**config.mk**
```make
export PLATFORM = sky130hd
export DESIGN_NAME = bip_sequencer
export DESIGN_NICKNAME = d
export VERILOG_FILES = /design/src/rtl/bip_sequencer.sv
export SDC_FILE = /design/constraint.sdc
export NUM_CORES = 1
export LEC_CHECK = 0
export BUFFER_PORTS_ARGS = -buffer_cell sky130_fd_sc_hd__buf_2
export CAP_MARGIN = 20
export CORE_UTILIZATION = 54
export CTS_BUF_LIST = sky130_fd_sc_hd__clkbuf_4 sky130_fd_sc_hd__clkbuf_8
export DETAILED_ROUTE_END_ITERATION = 6
export PLACE_DENSITY = 0.86
export SETUP_SLACK_MARGIN = 0.02
export SLEW_MARGIN = 30
export SYNTH_ARGS = -nofsm -noshare
export SYNTH_HDL_FRONTEND = slang
export SYNTH_SLANG_ARGS = --single-unit
```
**constraint.sdc**
```tcl
create_clock -name i_clk -period 2.4 [get_ports i_clk]
set_input_delay 0 -clock i_clk [delete_from_list [all_inputs] [get_ports i_clk]]
set_output_delay 0 -clock i_clk [all_outputs]
set_load 0.005 [all_outputs]
```
**src/rtl/bip_sequencer.sv**
```systemverilog
// bip_sequencer -- instruction sequencer for the BIP processor.
//
// Owns the program counter, fetches 16-bit instructions from a synchronous-read
// program memory (1-cycle latency) and presents each instruction to the control
// block for exactly one EXEC cycle. Opcode 5'b00000 (HLT) stops the sequencer.
//
// Optional feature macro: BIP_SINGLE_STEP_EN (adds i_step_mode / i_step and a
// PAUSE state entered after every non-HLT instruction while step mode is on).
//
// Ports:
//   i_clk          system clock, rising edge
//   i_reset        asynchronous active-low reset
//   i_start        start / restart request (honoured in IDLE and HALTED only)
//   i_step_mode    (BIP_SINGLE_STEP_EN) pause after every instruction
//   i_step         (BIP_SINGLE_STEP_EN) leave PAUSE for the next fetch
//   i_instr_data   program memory read data, valid one cycle after o_instr_rd
//   o_pc_addr      program memory address (current PC)
//   o_instr_rd     program memory read enable (FETCH)
//   o_instruction  instruction for control; 0 (HLT, harmless) outside EXEC
//   o_instr_valid  high during EXEC only
//   o_running      high in FETCH, LOAD, EXEC, PAUSE
//   o_halted       high in HALTED
//   o_retired      instructions executed since the last start (saturating)
module bip_sequencer #(
   parameter int PC_WIDTH     = 11,
   parameter int INSTR_WIDTH  = 16,
   parameter int OPCODE_WIDTH = 5
) (
   input  logic                   i_clk,
   input  logic                   i_reset,
   input  logic                   i_start,
`ifdef BIP_SINGLE_STEP_EN
   input  logic                   i_step_mode,
   input  logic                   i_step,
`endif
   input  logic [INSTR_WIDTH-1:0] i_instr_data,
   output logic [PC_WIDTH-1:0]    o_pc_addr,
   output logic                   o_instr_rd,
   output logic [INSTR_WIDTH-1:0] o_instruction,
   output logic                   o_instr_valid,
   output logic                   o_running,
   output logic                   o_halted,
   output logic [15:0]            o_retired
);

   typedef enum logic [2:0] {
      ST_IDLE   = 3'd0,
      ST_FETCH  = 3'd1,
      ST_LOAD   = 3'd2,
      ST_EXEC   = 3'd3,
      ST_HALTED = 3'd4,
      ST_PAUSE  = 3'd5
   } state_t;

   state_t                 state_q, state_d;
   logic [PC_WIDTH-1:0]    pc_q, pc_d;
   logic [INSTR_WIDTH-1:0] ir_q, ir_d;
   logic [15:0]            retired_q, retired_d;
   logic                   is_hlt;

   // HLT is an all-zero opcode field in the instruction MSBs.
   assign is_hlt = (ir_q[INSTR_WIDTH-1 -: OPCODE_WIDTH] == {OPCODE_WIDTH{1'b0}});

   // State and datapath registers; reset discards any in-flight instruction.
   always_ff @(posedge i_clk or negedge i_reset) begin
      if (!i_reset) begin
         state_q   <= ST_IDLE;
         pc_q      <= {PC_WIDTH{1'b0}};
         ir_q      <= {INSTR_WIDTH{1'b0}};
         retired_q <= 16'h0000;
      end else begin
         state_q   <= state_d;
         pc_q      <= pc_d;
         ir_q      <= ir_d;
         retired_q <= retired_d;
      end
   end

   // Next-state and next-datapath logic.
   always_comb begin
      state_d   = state_q;
      pc_d      = pc_q;
      ir_d      = ir_q;
      retired_d = retired_q;
      case (state_q)
         ST_IDLE, ST_HALTED: begin
            if (i_start) begin
               pc_d      = {PC_WIDTH{1'b0}};
               retired_d = 16'h0000;
               state_d   = ST_FETCH;
            end else begin
               state_d   = state_q;
            end
         end
         ST_FETCH: begin
            state_d = ST_LOAD;
         end
         ST_LOAD: begin
            // Memory data for the FETCH address is valid during this cycle.
            ir_d    = i_instr_data;
            state_d = ST_EXEC;
         end
         ST_EXEC: begin
            if (retired_q != 16'hFFFF) begin
               retired_d = retired_q + 16'h0001;
            end else begin
               retired_d = retired_q;
            end
            if (is_hlt) begin
               // PC stays on the HLT address, so no wrap at the last address.
               state_d = ST_HALTED;
            end else begin
               pc_d = pc_q + {{(PC_WIDTH-1){1'b0}}, 1'b1};
`ifdef BIP_SINGLE_STEP_EN
               if (i_step_mode) begin
                  state_d = ST_PAUSE;
               end else begin
                  state_d = ST_FETCH;
               end
`else
               state_d = ST_FETCH;
`endif
            end
         end
`ifdef BIP_SINGLE_STEP_EN
         ST_PAUSE: begin
            // Leaving step mode also releases the pause.
            if (i_step || !i_step_mode) begin
               state_d = ST_FETCH;
            end else begin
               state_d = ST_PAUSE;
            end
         end
`endif
         default: begin
            state_d = ST_IDLE;
         end
      endcase
   end

   // Outputs decoded from the state register only (no input-to-output path).
   always_comb begin
      o_instr_rd    = 1'b0;
      o_instruction = {INSTR_WIDTH{1'b0}};
      o_instr_valid = 1'b0;
      o_running     = 1'b0;
      o_halted      = 1'b0;
      case (state_q)
         ST_IDLE: begin
            o_running = 1'b0;
         end
         ST_FETCH: begin
            o_instr_rd = 1'b1;
            o_running  = 1'b1;
         end
         ST_LOAD: begin
            o_running = 1'b1;
         end
         ST_EXEC: begin
            o_running     = 1'b1;
            o_instr_valid = 1'b1;
            o_instruction = ir_q;
         end
         ST_HALTED: begin
            o_halted = 1'b1;
         end
`ifdef BIP_SINGLE_STEP_EN
         ST_PAUSE: begin
            o_running = 1'b1;
         end
`endif
         default: begin
            o_running = 1'b0;
         end
      endcase
   end

   assign o_pc_addr = pc_q;
   assign o_retired = retired_q;

endmodule

```
After elaboration in Yosys (flattened, before gate mapping)
Cells that the tools add are included.

Add/subtract/negate cells: 2. Eq/ne operators: 8. Multiplexer cells: 14. Reduce and logical (&&, ||, !) cells: 7.

Operators by type and width (number): 16-bit 2-to-1 mux (3); 16-bit case mux with 2 select lines (1); 11-bit 2-to-1 mux (2); 11-bit case mux with 2 select lines (1); 16-bit by 1-bit adder with 16-bit output, second input constant (1); 16-bit inequality test, second input constant (1); 3-bit case mux with 4 select lines (1); 11-bit by 1-bit adder with 11-bit output, second input constant (1); 3-bit by 2-bit equality test with 1-bit output, second input constant (2); 3-bit 2-to-1 mux (2); 2-bit inequality test, second input constant (3); 3-bit AND reduction (2); 5-bit logical NOT (1); 1-bit 2-to-1 mux (4); 3-bit by 1-bit equality test with 1-bit output, second input constant (1); 3-bit equality test, second input constant (1); 3-bit logical NOT (1); 3-bit OR reduction (1); 2-bit nonzero test (1); 2-bit OR reduction (1).

Register bits: 46. Input port bits: 19. Word-level logic and storage cells: 35.

Logic depth before layout (Yosys ltp)
Gate-level depths: netlist of run 1.

Depth after elaboration: 4. Gate-level depth with buffers: 7. Mapped depth without buffers: 5.

Worst setup path after synthesis of run 1
No wires, ideal clock.

Path type: flip-flop to flip-flop. Start: register ir_q[13]. End: register pc_q[9], in the netlist o_pc_addr[9]. Data arrival time: 1.703 ns. Setup slack: 0.578 ns. Cell stages (with the launch flop): 7. Clock period less this slack: 1.822 ns. Path through: dfrtp_1 or4_1 buf_2 o21a_1 buf_6 a211o_1 a21o_1.

Longest elaborated chain between the ends: 3.

Ends and longest elaborated chain: start, declared (line 57) `logic [INSTR_WIDTH-1:0] ir_q, ir_d;`; start signal, assigned (line 69) `ir_q <= {INSTR_WIDTH{1'b0}};`; start signal, assigned (line 74) `ir_q <= ir_d;`; 5-bit logical NOT (line 62) `assign is_hlt = (ir_q[INSTR_WIDTH-1 -: OPCODE_WIDTH] == {OPCODE_WIDTH{1'b0}});`; 2-bit inequality test (no source line); 3-bit AND reduction (no source line); end signal, assigned (line 68) `pc_q <= {PC_WIDTH{1'b0}};`; end signal, assigned (line 73) `pc_q <= pc_d;`; end, declared (line 56) `logic [PC_WIDTH-1:0] pc_q, pc_d;`.

Every way passes these cells. A chain may end at the register's enable or synchronous reset.

Worst setup path in the final report of run 1
Start: register state_q[2]. End: output o_instruction[0].

Longest elaborated chain between the ends: 2.

Ends and longest elaborated chain: start, declared (line 55) `state_t state_q, state_d;`; start signal, assigned (line 72) `state_q <= state_d;`; 3-bit by 2-bit equality test with 1-bit output (line 148) `case (state_q)`; 16-bit 2-to-1 mux (line 148); end, declared (line 39) `output logic [INSTR_WIDTH-1:0] o_instruction,`.

Every way passes these cells.

==> summary.md, run 1 <==
| Metric | Value |
|---|---|
| Row count | `23` |
| Final hold viol count | `0` |
| Antenna cells | `0` |
| GRT overflow | `0` |
| # clock sinks | `46` |
| Fmax | `482 MHz` |
| Worst setup SP type | `flop` |
| Worst path arrival time | `2070 ps` |
| Cells after synthesis | `231` |
| Final HPWL from detailed placement | `3.73 mm` |
| Synth area leader | `dfrtp_1` |
| Setup TNS | `0 ps` |
| Synthesis warning total | `0` |
| Die area | `4570 um2` |
| DRT Wirelength | `5.99 mm` |
| CTS tree | `built` |
| Critical path class | `flop to primary output` |
| Synthesized area per cell | `10.1 um2` |
| Setup crit end kind | `primary output` |
| Unrepaired setup endpoints after global routing | `false` |
| Maximum VDD drop | `0.000826 V` |
| Layout cells sized above 1 | `0.292` |
| GP Congestion | `0.830` |
| Slew Limit Headroom | `0.619` |
| Clock Skew | `8.84 ps` |
| Area grow syn2layout | `28.3%` |
| R2R Setup Slk | `370 ps` |
| Number of synthesized flops with an enable pin | `0` |
| H-tree levels | `2` |
| FFs w/ async S/R, synth | `1.00` |
| Synthesized area | `2320 um2` |
| Final instance area | `2980 um2` |
| Final setup violation count | `0` |
| Seq/Total Area, Yosys | `0.495` |
| Multi-input gate area | `1100 um2` |
| Via/cell ratio | `5.83` |
| Core area | `4060 um2` |
| Vias in the first global route | `2087` |
| Worst-Margin Slew | `570 ps` |
| Max Buffers Root-to-Sink | `2` |
| Yosys top cell area share | `0.495` |
| Hold crit path type | `input pin to async pin` |
| Worst-path clk slew | `90 ps` |
| Pins Over Slew Limit | `0` |
| Cells after DPL | `342` |
| DRT Pass-1 Iters | `5` |
| Placed cell area | `2710 um2` |
| All-Layer GR Usage | `0.292` |
| Largest net degree at the start of global routing | `47` |
| Critical path fanouts, max | `16` |
| Yosys reg bits | `46` |
| Yosys cell types | `47` |
| Top post-synthesis cells by area | `dfrtp_1 (50%), mux2_2 (5.3%), and2_1 (4.3%)` |
| Die Wd | `67.6 um` |
| Synth Flop Type | `dfrtp_1` |
| First-pass GRT wire length | `9.76 mm` |
| Power per Cell Area | `1020 nW/um2` |
| Non-filler cells, final | `368` |
| Clock latency on the worst-skew pair | `300 ps` |
| DR DRC count | `0` |
| Status | `finished clean` |
| Clk root buf | `clkbuf_8` |
| Die Ht | `67.6 um` |
| Starting Density | `0.573` |
| Period utilization | `0.864` |
| Port Buffer Count | `65` |
| CTS Buf Count | `5` |
| Antenna Nets Post-Route | `0` |
| Fillcell total | `292` |
| Final Power | `0.00303 W` |
| Max Cap Viol | `0` |
| Iteration-0 DRC Markers | `208` |
| Ports | `66` |
| Pleak | `1.46 nW` |
| DR WL/cell | `16.3 um` |
| Final nets | `338` |
| Syn_nets | `252` |
| Time the worst path needs with I/O delays and setup | `2070 ps` |
| Vias | `2144` |
| WP data required | `2400 ps` |
| Area taken by flip-flops and latches | `1150 um2` |
| Initial antenna violation count | `0` |
-- Yosys cell counts, types with 2 or more instances --
master    number
a41oi_1        2
nor3_1        10
nor3b_1        2
nand3b_1       3
and2_1        16
nand2_1       13
clkbuf_1       4
mux2_2        11
mux2_1         4
o22ai_1        3
nand3_1        7
o21ai_0       15
a31oi_1       10
ha_1           2
dfrtp_1       46
buf_2          4
nor4_1         2
or4_1          2
nand4_1        4
nand2b_1       2
nor2_1        17
a21o_1         2
and4_1         3
a211oi_1       3
a21oi_1       14
and3_1         4
inv_1          6
-- layer usage --
layer	vias to the layer above	track usage	routed length, um
met1	1020	0.398	2680
met5	-	0	0
met3	8	0.0541	331
li1	1033	-	-
met4	0	0.120	76
met2	83	0.453	2910
-- logic make-up after synthesis --
kind of cell | share of synthesized area
DFF | 0.495
AOI/OAI and AO/OA | 0.161
buffers and inverters | 0.0296
xor gates and xnor gates | 0.00377
and+or+nand+nor | 0.223
muxes | 0.0770
adders and majority gates | 0.0108
-- cell usage in the layout (no fill, tap or decap), types with 2 or more instances in the layout --
cell type,n
mux2_2,11
nand2b_1,2
and2_1,16
inv_1,6
nand3_1,7
buf_4,6
nor4_1,2
buf_2,64
a21o_1,2
ha_1,2
a41oi_1,2
clkbuf_8,6
nand3b_1,3
dfrtp_1,46
o21ai_0,15
a21oi_1,14
o22ai_1,3
and4_1,3
dlygate4sd3_1,18
and3_1,4
nor2_1,17
nor3_1,10
a211oi_1,3
or4_1,2
nand4_1,4
mux2_1,4
nor3b_1,2
a31oi_1,10
nand2_1,13
-- path summary, 6_finish.rpt --
check / startpoint / end / cells past startpoint
worst min register to register: ir_q[7] / ir_q[7] / 1
min in group i_clk: i_instr_data[6] / ir_q[6] / 3
worst min-delay path: i_reset / o_pc_addr[0] / 2
max in group asynchronous: i_reset / o_retired[8] / 2
worst max-delay path: state_q[2] / o_instruction[0] / 5
worst max register to register: state_q[2] / o_pc_addr[9] / 5
-- where the power goes --
group	leakage (nW)	total (W)	internal (W)	switching (W)
Clock	0.0517	0.000504	0.000244	0.000260
Combinational	0.810	0.00125	0.000587	0.000660
Sequential	0.594	0.00128	0.00103	0.000249
-- area by class of cell --
type | instances | area share
flip-flops and latches | 46 | 0.386
multi-input cells | 170 | 0.371
repair buffers | 88 | 0.183
clock buffers | 7 | 0.0302
well taps | 50 | 0.0210
inverters | 6 | 0.00755
clock inverters | 1 | 0.00168
-- state kept, by name, indices dropped and copies added, names as in the netlist --
register / cells
o_pc_addr: 11
ir_q: 16
o_retired: 16
state_q: 3
-- worst max-delay path: stages, from the launching register on --
cell and delay, ps:
dfrtp_1 440, nand3b_1 370, inv_1 410, buf_4 270
and2_1 160, buf_2 120
-- repair_timing --
| action | in CTS | in global routing |
|---|---|---|
| hold buffers | 18 | 0 |
| hold endpoints to repair | 63 | 0 |
| setup buffers | 0 | 0 |
| gates resized for setup | 0 | 0 |
-- metrics by stage --
stage / util / hold WS (ps) / setup WS (ps)
floorplan: - / -296 / 578
global placement: 0.666 / 207 / 499
detailed placement: 0.667 / 39.6 / 433
CTS: 0.735 / 269 / 365
global route: 0.735 / 318 / 127
finish: 0.735 / 242 / 327
Note: power is estimated with default switching activity, not from simulation.
==> run 2, diff against run 1 <==
==> constraint.sdc (replaced) <==
create_clock -name i_clk -period 2 [get_ports i_clk]
set_input_delay 0 -clock i_clk [delete_from_list [all_inputs] [get_ports i_clk]]
set_output_delay 0 -clock i_clk [all_outputs]
set_load 0.005 [all_outputs]
==> summary.md, run 2 (synthesized netlist as in run 1, its figures left out) <==
| Metric | Value |
|---|---|
| Worst-path clk slew | `80 ps (about the same)` |
| Core area | `4060 um2 (unchanged)` |
| Critical path fanouts, max | `5 (-11)` |
| DR WL/cell | `16.1 um (-1.4%)` |
| Die area | `4570 um2 (unchanged)` |
| Status | `finished clean` |
| WP data required | `2180 ps (-220 ps)` |
| Die Wd | `67.6 um (unchanged)` |
| Max Cap Viol | `0 (unchanged)` |
| CP cell instances | `ha_2 > nand4_1 > or4_4 > o311ai_1 > o31ai_1` |
| Final setup violation count | `0 (unchanged)` |
| Clock latency on the worst-skew pair | `300 ps (about the same)` |
| Via/cell ratio | `5.79 (-0.55%)` |
| GP Congestion | `0.852 (+2.7%)` |
| Clock Skew | `5.78 ps (-3.06 ps)` |
| Setup crit end kind | `flop` |
| Final hold viol count | `0 (unchanged)` |
| Final instance area | `3060 um2 (+2.8%)` |
| First-pass GRT wire length | `9.78 mm (+0.22%)` |
| Final core occ | `0.755 (+0.0204)` |
| Worst setup SP type | `flop` |
| Critical path class | `flop to flop` |
| R2R Setup Slk | `120 ps (-250 ps)` |
| Vias | `2196 (+2.4%)` |
| Pre-CTS WS | `101 ps (-332 ps)` |
| Clk root buf | `clkbuf_8` |
| Worst path arrival time | `2060 ps (about the same)` |
| Antenna Nets Post-Route | `0 (unchanged)` |
| Placed cell area | `2780 um2 (+2.7%)` |
| PnR worst setup slack | `117 ps (-210 ps)` |
| Worst r2r src | `o_retired[0]` |
| Initial antenna violation count | `0 (unchanged)` |
| DRT Pass-1 Iters | `4 (-1)` |
| Port Buffer Count | `65 (unchanged)` |
| Ports | `66 (unchanged)` |
| Unrepaired setup endpoints after global routing | `true` |
| Iteration-0 DRC Markers | `163 (-22%)` |
| Period utilization | `0.941` |
| GRT overflow | `0 (unchanged)` |
| Area taken by flip-flops and latches | `1150 um2 (unchanged)` |
| CTS tree | `built` |
| Vias in the first global route | `2058 (-1.4%)` |
| Die Ht | `67.6 um (unchanged)` |
| Final Power | `0.00367 W (+21%)` |
| Time the worst path needs with I/O delays and setup | `1880 ps` |
| Layout cells sized above 1 | `0.322 (+0.0297)` |
| CTS Buf Count | `5 (unchanged)` |
| DRT Wirelength | `6.09 mm (+1.6%)` |
| Area grow syn2layout | `31.8%` |
| Row count | `23 (unchanged)` |
| Multi-input gate area | `1110 um2 (+0.57%)` |
| Pins Over Slew Limit | `0 (unchanged)` |
| # clock sinks | `46 (unchanged)` |
| Antenna cells | `0 (unchanged)` |
| Slew Limit Headroom | `0.618 (-0.000876)` |
| Final nets | `350 (+3.6%)` |
| All-Layer GR Usage | `0.292 (+0.000405)` |
| Fmax | `531 MHz` |
| Pleak | `1.51 nW (+3.7%)` |
| Worst-Margin Slew | `573 ps (+3.42 ps)` |
| Hold crit path type | `input pin to async pin` |
| Worst path slowest cell | `or4_4` |
| Most frequent cells in the layout | `buf_2 (65), dfrtp_1 (46), dlygate4sd3_1 (18), nor2_1 (17), buf_4 (17)` |
| DR DRC count | `0 (unchanged)` |
| Most common cell after layout, fill and taps aside | `buf_2` |
| Starting Density | `0.573 (unchanged)` |
| Final HPWL from detailed placement | `4.09 mm (+9.6%)` |
| Power per Cell Area | `1200 nW/um2 (+18%)` |
| Fillcell total | `272 (-6.8%)` |
| Max Buffers Root-to-Sink | `2 (unchanged)` |
| H-tree levels | `2 (unchanged)` |
| Setup TNS | `0 ps (unchanged)` |
| Largest net degree at the start of global routing | `47 (unchanged)` |
| Maximum VDD drop | `0.000919 V (+11%)` |
| Crit. Startpoint | `o_retired[0]` |
| CP peak stage delay | `550 ps (+110 ps)` |
## run 2: cell count changes in the layout (fill, tap and decap cells not counted), sizes merged
cell / delta
buf: +12
clkinv: -1
## run 2: repair_timing
item,CTS,global route
setup buffers,0,2
hold endpoints to repair,63,0
hold buffers,18,0
endpoints found under the setup margin,0,3
resized for setup,0,2
## run 2: stage by stage
step,cells,hold WS (ps)
3_5_place_dp,352,121
3_3_place_gp,352,113
2_1_floorplan,231,-296
4_1_cts,377,334
5_1_grt,379,404
6_report,379,309
## run 2: worst paths after layout
path / end / depth (start not counted)
max in group asynchronous: ir_q[14] / 3
hold / removal: ir_q[6] / 3
min in group i_clk: state_q[2] / 3
hold reg to reg: ir_q[7] / 1
setup reg to reg: o_retired[12] / 5
setup / recovery: o_retired[12] / 5
## run 2: critical path, delay by kind of cell, from the launching register on
kind	cells	cell delay [ps]
and+or+nand+nor	2	760
adders and majority gates	1	240
DFF	1	410
AOI/OAI and AO/OA	2	360
## run 2: layout make-up
cell class | count | share of cell area
Inverter | 6 | 0.00735
Timing Repair Buffer | 100 | 0.207
Tap cell | 50 | 0.0204
Multi-Input combinational cell | 170 | 0.363
Sequential cell | 46 | 0.376
Clock buffer | 7 | 0.0274
## run 2: power breakdown
part / switching, W / internal [W] / leakage (nW)
Combinational: 0.000819 / 0.000777 / 0.871
Sequential: 0.000278 / 0.00124 / 0.594
Clock: 0.000296 / 0.000268 / 0.0452
Total: 0.00139 / 0.00228 / 1.51
## run 2: metal layers
| metal | global-route usage | share of wire | up-vias |
|---|---|---|---|
| li1 | - | - | 1054 |
| met1 | 0.370 | 0.42 | 1063 |
| met2 | 0.489 | 0.50 | 69 |
| met3 | 0.0709 | 0.058 | 10 |
| met4 | 0.0878 | 0.015 | 0 |
| met5 | 0 | 0 | - |
==> run 3, diff against run 2 <==
--- a/config.mk
+++ b/config.mk
@@ -7,6 +7,7 @@
 export LEC_CHECK = 0
 export BUFFER_PORTS_ARGS = -buffer_cell sky130_fd_sc_hd__buf_2
 export CAP_MARGIN = 20
+export CORE_ASPECT_RATIO = 0.9
 export CORE_UTILIZATION = 54
 export CTS_BUF_LIST = sky130_fd_sc_hd__clkbuf_4 sky130_fd_sc_hd__clkbuf_8
 export DETAILED_ROUTE_END_ITERATION = 6
==> summary.md, run 3 (synthesized netlist as in run 1, its figures left out) <==
| Metric | Value |
|---|---|
| Status | `finished with violations` |
| Failing checks | `design-rule violations` |
| Hold crit path type | `input pin to async pin` |
| Maximum VDD drop | `0.000728 V (-21%)` |
| CTS Buf Count | `5 (unchanged)` |
| Period utilization | `0.933 (-0.00869)` |
| DR WL/cell | `16.4 um (+1.8%)` |
| Clock latency on the worst-skew pair | `300 ps (about the same)` |
| Core area | `4100 um2 (+1.1%)` |
| DRT Pass-1 Iters | `6 (+2)` |
| Setup Fix Bufs, Post-CTS | `0 (unchanged)` |
| Antenna Nets Post-Route | `0 (unchanged)` |
| Initial antenna violation count | `0 (unchanged)` |
| CP cell instances | `ha_1 > nand4_1 > or4_4 > o311ai_1 > o31ai_1` |
| Max Buffers Root-to-Sink | `2 (unchanged)` |
| WP data required | `2180 ps (about the same)` |
| Worst path arrival time | `2040 ps (-20 ps)` |
| Power per Cell Area | `1240 nW/um2 (+3.5%)` |
| Final instance area | `3060 um2 (about the same)` |
| Row count | `22 (-4.3%)` |
| All-Layer GR Usage | `0.292 (about the same)` |
| Final setup violation count | `0 (unchanged)` |
| Clock Skew | `6.60 ps (+0.822 ps)` |
| Worst-path clk slew | `80 ps (about the same)` |
| Die Ht | `64.2 um (-5.0%)` |
| Comb pwr share | `0.425 (-0.009)` |
| Int Pwr | `0.00238 W (+4.3%)` |
| Area grow syn2layout | `31.7% (about the same)` |
| Vias in the first global route | `2218 (+7.8%)` |
| Most common cell after layout, fill and taps aside | `buf_2` |
| Antenna cells | `0 (unchanged)` |
| Reg power frac | `0.396 (-0.016)` |
| Fmax | `536 MHz (+0.93%)` |
| Starting Density | `0.567 (-0.00612)` |
| Pleak | `1.51 nW (-0.14%)` |
| Max Cap Viol | `0 (unchanged)` |
| Critical path class | `flop to flop` |
| GP Congestion | `0.847 (-0.54%)` |
| Via/cell ratio | `6.06 (+4.6%)` |
| Most frequent cells in the layout | `buf_2 (65), dfrtp_1 (46), dlygate4sd3_1 (18), nor2_1 (17), and2_1 (16)` |
| Setup crit end kind | `flop` |
| CTS tree | `built` |
| DR DRC count | `2 (+2)` |
| Ports | `66 (unchanged)` |
| Time the worst path needs with I/O delays and setup | `1870 ps (-17.4 ps)` |
| Iteration-0 DRC Markers | `201 (+23%)` |
| CP Buf/Inv Count | `0 (unchanged)` |
| Pins Over Slew Limit | `0 (unchanged)` |
| Sw Ratio | `0.375 (-0.00485)` |
| Die Wd | `71.2 um (+5.3%)` |
| Clk root buf | `clkbuf_8` |
| CP peak stage delay | `550 ps (about the same)` |
| Setup TNS | `0 ps (unchanged)` |
| DRT Wirelength | `6.13 mm (+0.74%)` |
| First-pass GRT wire length | `10.3 mm (+5.4%)` |
| Placed cell area | `2770 um2 (-0.36%)` |
| Clock share of power | `0.179 (+0.025)` |
| GRT overflow | `0 (unchanged)` |
| Worst setup SP type | `flop` |
| Slew Limit Headroom | `0.639 (+0.0209)` |
| Crit. Startpoint | `o_retired[1]` |
| Critical path fanouts, max | `5 (unchanged)` |
| Final hold viol count | `0 (unchanged)` |
| Final HPWL from detailed placement | `4.19 mm (+2.6%)` |
| Port Buffer Count | `65 (unchanged)` |
| Final hold slack | `102 ps (-207 ps)` |
| Crit-path leading delay family | `simple AND/OR/NAND/NOR gates` |
| Worst-Margin Slew | `540 ps (-33.4 ps)` |
| Die area | `4570 um2 (about the same)` |
| Final nets | `347 (-0.86%)` |
| H-tree levels | `2 (unchanged)` |
| Unrepaired setup endpoints after global routing | `true` |
| Layout cells sized above 1 | `0.315 (-0.00720)` |
| Largest net degree at the start of global routing | `22 (-53%)` |
| # clock sinks | `46 (unchanged)` |
| Worst r2r src | `o_retired[1]` |
| Worst path slowest cell | `or4_4` |
| Switching power | `0.00142 W (+2.1%)` |
| Vias | `2272 (+3.5%)` |
run 3: cell count changes in the layout (fill, tap and decap cells not counted), sizes merged:
cell,change
buf,-3
clkinv,+2
clkbuf,-2
bufinv,+1
run 3: cell type report:
class	instances	area (um2)
Multi-Input combinational cell	170	1110
Fill cell	271	1040
Timing Repair Buffer	97	611
Sequential cell	46	1150
Tap cell	48	60.1
Clock inverter	3	40.0
Clock buffer	5	68.8
Inverter	6	22.5
run 3: metrics by stage:
stage,worst slack [ps],std cells,power [W],util
after floorplan,178,231,0.00243,-
after global placement,174,349,0.00299,0.675
after detailed placement,114,349,0.00307,0.675
after CTS,102,375,0.00378,0.746
after global routing,6.90,375,0.00404,0.746
final,135,375,0.00380,0.746
run 3: worst paths after layout:
path,to,slack (ps),depth (start not counted)
worst max register to register,o_retired[12],130,5
worst min register to register,ir_q[10],480,1
worst min-delay path,o_retired[14],100,2
min in group i_clk,ir_q[5],460,3
worst max-delay path,o_retired[12],130,5
max in group asynchronous,o_retired[0],1330,3
run 3: what timing repair did:
action,CTS,global route
resized for setup,0,1
endpoints found under the hold margin,63,0
hold buffers,18,0
endpoints found under the setup margin,0,4
run 3: power by group through the flow:
stage | registers [W] | clock network [W] | logic [W]
detailed placement | 0.00152 | 0 | 0.00155
CTS | 0.00150 | 0.000689 | 0.00159
global route | 0.00155 | 0.000728 | 0.00176
global placement | 0.00149 | 0 | 0.00150
floorplan | 0.00146 | 0 | 0.000978
finish | 0.00151 | 0.000681 | 0.00161
run 3: per-layer routing:
layer,track usage,vias to the layer above,part of all wire
li1,-,1060,-
met1,0.371,1097,0.43
met2,0.494,98,0.50
met3,0.0584,17,0.056
met4,0.110,0,0.019
met5,0,-,0
